## config.mk

```make
export PLATFORM = sky130hd
export DESIGN_NAME = stuff_destuff_param
export DESIGN_NICKNAME = d
export VERILOG_FILES = /design/src/rtl/stuff_destuff_param.sv
export SDC_FILE = /design/constraint.sdc
export NUM_CORES = 1
export LEC_CHECK = 0
export CELL_PAD_IN_SITES_DETAIL_PLACEMENT = 1
export CELL_PAD_IN_SITES_GLOBAL_PLACEMENT = 1
export CORE_MARGIN = 2
export CORE_UTILIZATION = 37
export CTS_BUF_LIST = sky130_fd_sc_hd__clkbuf_8 sky130_fd_sc_hd__clkbuf_16
export DETAILED_ROUTE_END_ITERATION = 8
export HOLD_SLACK_MARGIN = 0.1
export PLACE_DENSITY_LB_ADDON = 0.1
export SLEW_MARGIN = 20
export SYNTH_ARGS = -nofsm -noshare
export SYNTH_HDL_FRONTEND = slang
export SYNTH_SLANG_ARGS = --single-unit
```

## constraint.sdc

```tcl
create_clock -name clk -period 1.7 [get_ports clk]
set_clock_uncertainty 0.05 [all_clocks]
set_input_delay 0.51 -clock clk [delete_from_list [all_inputs] [get_ports clk]]
set_output_delay 0.51 -clock clk [all_outputs]
set_load 0.02 [all_outputs]
```

## src/rtl/stuff_destuff_param.sv

```systemverilog
// rtl/stuff_destuff_param.sv - bit destuffer for dynamic (run-length) and fixed (CAN FD CRC) stuffing
// Optional STF_CNT counter is built only when STUFF_CNT_EN is defined.
module stuff_destuff_param #(
  parameter int RUN_LEN      = 5,
  parameter int FIXED_PERIOD = 4
) (
  input  logic       clk,
  input  logic       reset,
  input  logic       SP_IN,
  input  logic       RX,
  input  logic       F_STF,
  input  logic       FIXED,
  output logic       SP,
  output logic       RX_OUT,
  output logic       STF_DROP,
  output logic       STF_ERR,
  output logic [2:0] STF_CNT
);

  localparam logic [3:0] RUN_L = 4'(RUN_LEN);
  localparam logic [3:0] FIX_L = 4'(FIXED_PERIOD);

  logic       last_q, last_d;
  logic [3:0] run_q, run_d;
  logic       exp_q, exp_d;
  logic [3:0] fix_q, fix_d;
  logic       fprev_q, fprev_d;
  logic       sp_q, sp_d;
  logic       rx_out_q, rx_out_d;
  logic       drop_q, drop_d;
  logic       err_q, err_d;

  always_comb begin
    last_d   = last_q;
    run_d    = run_q;
    exp_d    = exp_q;
    fix_d    = fix_q;
    fprev_d  = fprev_q;
    sp_d     = 1'b0;
    rx_out_d = rx_out_q;
    drop_d   = 1'b0;
    err_d    = 1'b0;
    if (SP_IN) begin
      fprev_d = FIXED;
      last_d  = RX;
      if (!F_STF) begin
        sp_d     = 1'b1;
        rx_out_d = RX;
        run_d    = 4'd0;
        exp_d    = 1'b0;
      end else if (FIXED) begin
        // Clearing the run here makes the first dynamic bit after fixed mode count as 1.
        run_d = 4'd0;
        exp_d = 1'b0;
        if (!fprev_q || fix_q == FIX_L) begin
          fix_d  = 4'd0;
          drop_d = (RX != last_q);
          err_d  = (RX == last_q);
        end else begin
          fix_d    = fix_q + 4'd1;
          sp_d     = 1'b1;
          rx_out_d = RX;
        end
      end else if (exp_q) begin
        run_d  = 4'd1;
        exp_d  = 1'b0;
        drop_d = (RX != last_q);
        err_d  = (RX == last_q);
      end else begin
        sp_d     = 1'b1;
        rx_out_d = RX;
        run_d    = (RX == last_q) ? run_q + 4'd1 : 4'd1;
        exp_d    = (run_d == RUN_L);
      end
    end
  end

  always_ff @(posedge clk) begin
    if (reset) begin
      last_q   <= 1'b1;
      run_q    <= 4'd0;
      exp_q    <= 1'b0;
      fix_q    <= 4'd0;
      fprev_q  <= 1'b0;
      sp_q     <= 1'b0;
      rx_out_q <= 1'b0;
      drop_q   <= 1'b0;
      err_q    <= 1'b0;
    end else begin
      last_q   <= last_d;
      run_q    <= run_d;
      exp_q    <= exp_d;
      fix_q    <= fix_d;
      fprev_q  <= fprev_d;
      sp_q     <= sp_d;
      rx_out_q <= rx_out_d;
      drop_q   <= drop_d;
      err_q    <= err_d;
    end
  end

  assign SP       = sp_q;
  assign RX_OUT   = rx_out_q;
  assign STF_DROP = drop_q;
  assign STF_ERR  = err_q;

`ifdef STUFF_CNT_EN
  logic [2:0] cnt_q;

  // Only dynamic stuff bits that were dropped are counted; wraps naturally at 8.
  always_ff @(posedge clk) begin
    if (reset) begin
      cnt_q <= 3'd0;
    end else if (SP_IN) begin
      if (!F_STF) begin
        cnt_q <= 3'd0;
      end else if (!FIXED && exp_q && (RX != last_q)) begin
        cnt_q <= cnt_q + 3'd1;
      end
    end
  end

  assign STF_CNT = cnt_q;
`else
  assign STF_CNT = 3'd0;
`endif

endmodule
```

==> summary.txt <==
Floorplanning
  – Rows: 16
  – Core ar.: 1940 sq um
  – Die area: 2430 sq um
  – DIE WIDTH: 49.3 um
  – Io pins: 13
  – Initial core utilization: 39.1%
  – Die height: between 40 and 50 um

Critical path
  – Critical-path maximum fanout: 4
  – Worst R2R Path Depth: 6
  – Critical Path Start Type: input port
  – Worst Setup End Kind: flip-flop
  – Worst EP required: 1.77 ns
  – Crit path DAT: 1.68 ns
  – Setup CP Type: input port to flip-flop

Yosys
  – Simple-gate area share of the yosys netlist: between 20% and 30%
  – Sequential area share after synthesis: 39.5%
  – Synth Area in Compound Gates: 14.5%
  – Post-synth EDFFs: 0
  – Mapped Area: about 760 sq um
  – Synth top area cells: dfxtp_1 (40%), ha_1 (4.9%), nor2b_1 (4.9%)
  – Gate Count Post-Synth: 89
  – Ys Warns: 0
  – Register bit total from synthesis: 15
  – Post-Synth XOR/XNOR Area: 2.31%
  – Synth Area in Adders: 4.94%
  – Async set or reset register ratio after synthesis: 0%
  – Post-synth top area share: 39.5%
  – Syn Area/Cell: 8.53 sq um
  – Synth area leader: dfxtp_1
  – Post-synthesis mux area share: 2.64%
  – Main combinational cell family by area after synthesis: simple AND/OR/NAND/NOR gates
  – Yosys cell types: 35
  – Top FF cell, synth: dfxtp_1

Timing
  – Fin crit share: 94.5%
  – Hold Vio Cnt, Final: 0
  – RSZ-0062 raised after global routing: false
  – Hold_ws: between 0.4 and 0.5 ns
  – Max Clk Rate: 0.622 GHz
  – Final WS setup: 0.0930 ns
  – Max Transition Viols Final: 0
  – Fin crit period: 1.61 ns
  – Final setup fails: 0

CTS
  – CTS sink cnt: 15
  – Post-CTS setup buffer count: 0
  – Clock tree buffer depth: 2
  – Worst-path clk slew: ~0.060 ns
  – TritonCTS Buffers: 3
  – Clock Latency Late Sink: 0.25 ns
  – H-tree depth: 1
  – CTS tree: yes
  – CTS Hold Bufs: 0
  – Root Buffer: clkbuf_8

Cells and area
  – Final instance area: ~970 sq um
  – Area grow syn2layout: 27.7%
  – Largest registers: fix_q x4, run_q x4
  – Net count, final: 116
  – Antenna Cells: 0
  – Final Instance Count excl. Fillers: 133
  – Fraction of layout cells with a size suffix above 1: 17.0%

Route
  – Final WL: approximately 1900 um
  – Number of remaining DRC errors: 0
  – Via count: 691
  – Vias per cell: 5.20
  – Detailed Routing Iterations Pass 1: 1
  – DR WL/cell: 14.0 um
  – Starting DRT DRC Count: 0
  – Post-route ant nets: 0

Place
  – Place WS: -0.364 ns
  – Placed cell count: between 100 and 150
  – IO Port Bufs: 9
  – Post-DP HPWL: ~1400 um
  – Final GP Congestion: 0.758
  – Area after DPL: between 900 and 1000 sq um

Run
  – Max Cap Viol: 0

Power
  – PwrDens: 772 nW/um^2
  – Lkg Pwr: 0.392 nW
  – Maximum VDD drop: around 370 uV

Global route
  – Initial antenna violation count: 0
  – GR Overflow Total: 0
  – Pin count of the biggest net entering global routing: 15
  – Global Route Usage Sum: 18.2%
  – Number of global-route vias before repair: 731
  – First-pass GRT wire length: 3320 um

Min path
  – WHS Path Cells: 2
  – Min-delay worst type: flip-flop to flip-flop

Run status
  – Status: completed
-- what timing repair did --
item	in CTS	in global routing
gates resized for setup	8	3
pin swaps	0	3
setup endpoints to repair	11	4
-- metrics by stage --
| step | TNS (ns) | power (mW) | util, % |
|---|---|---|---|
| floorplan | 0 | 0.425 | - |
| global placement | -2.96 | 0.465 | 47.2 |
| detailed placement | -3.44 | 0.469 | 47.2 |
| CTS | 0 | 0.761 | 49.3 |
| global route | 0 | 0.778 | 49.9 |
| finish | 0 | 0.749 | 49.9 |
-- worst paths after layout --
kind               to  startpoint  slack [ns]
min          fix_q[1]    fix_q[1]        0.42
max          run_q[0]          RX        0.09
max reg2reg  fix_q[3]    fix_q[1]        0.14
min reg2reg  fix_q[1]    fix_q[1]        0.42
-- kinds of logic (layout without fill, tap and decap cells) --
logic type | after synthesis | after routing
AO/OA/AOI/OAI | 17 | 17
other | 1 | 3
adder cells (fa/ha/maj) | 3 | 3
AND/OR/NAND/NOR | 38 | 38
multiplexers | 2 | 2
flip-flops | 15 | 15
XOR/XNOR | 2 | 2
buffers and inverters | 11 | 26
-- critical path, stage by stage --
cell,delay [ns]
clkdlybuf4s50_1,0.44
xor2_1,0.19
buf_4,0.15
o311ai_0,0.27
a21oi_1,0.12
-- metal layers --
layer	vias to the layer above	track usage, %	part of all wire [%]
met1	336	20.5	44
li1	336	-	-
met5	-	0	0
met3	5	3.68	3.8
met4	0	10.0	2.5
met2	14	31.8	50
-- synthesized netlist by cell type, types with 2 or more instances --
master     n
nor3b_1    3
clkbuf_1   2
dfxtp_1   15
nor2b_1    6
mux2i_1    2
nand3_1    3
or3_1      2
buf_4      3
ha_1       3
o21ai_0    3
nand2_1    5
xor2_1     2
nand2b_1   2
nor2_1     7
a21oi_1    6
inv_1      5
nor3_1     2
-- area by class of cell --
cell class	instances	area [sq um]
fill	258	972
inverter	5	18.8
sequential	15	302
multi-input combinational	65	429
tap	27	33.8
timing repair buffer	17	141
clock inverter	1	3.75
clock buffer	3	41.3
-- power by group --
| part | internal [mW] | leakage [nW] | switching [mW] |
|---|---|---|---|
| registers | 0.360 | 0.122 | 0.00620 |
| clock network | 0.160 | 0.0269 | 0.132 |
| logic | 0.0395 | 0.242 | 0.0511 |
-- cells in the final DEF (no fill, tap or decap), types with 3 or more instances in the layout --
master,count
dfxtp_1,14
buf_4,8
nor2_1,7
dlygate4sd2_1,7
inv_1,6
nor2b_1,6
a21oi_1,6
nand2_1,5
nor3b_1,3
o21ai_0,3
nand3_1,3
conb_1,3
clkbuf_8,3
Power figures use the tool's default switching activity.
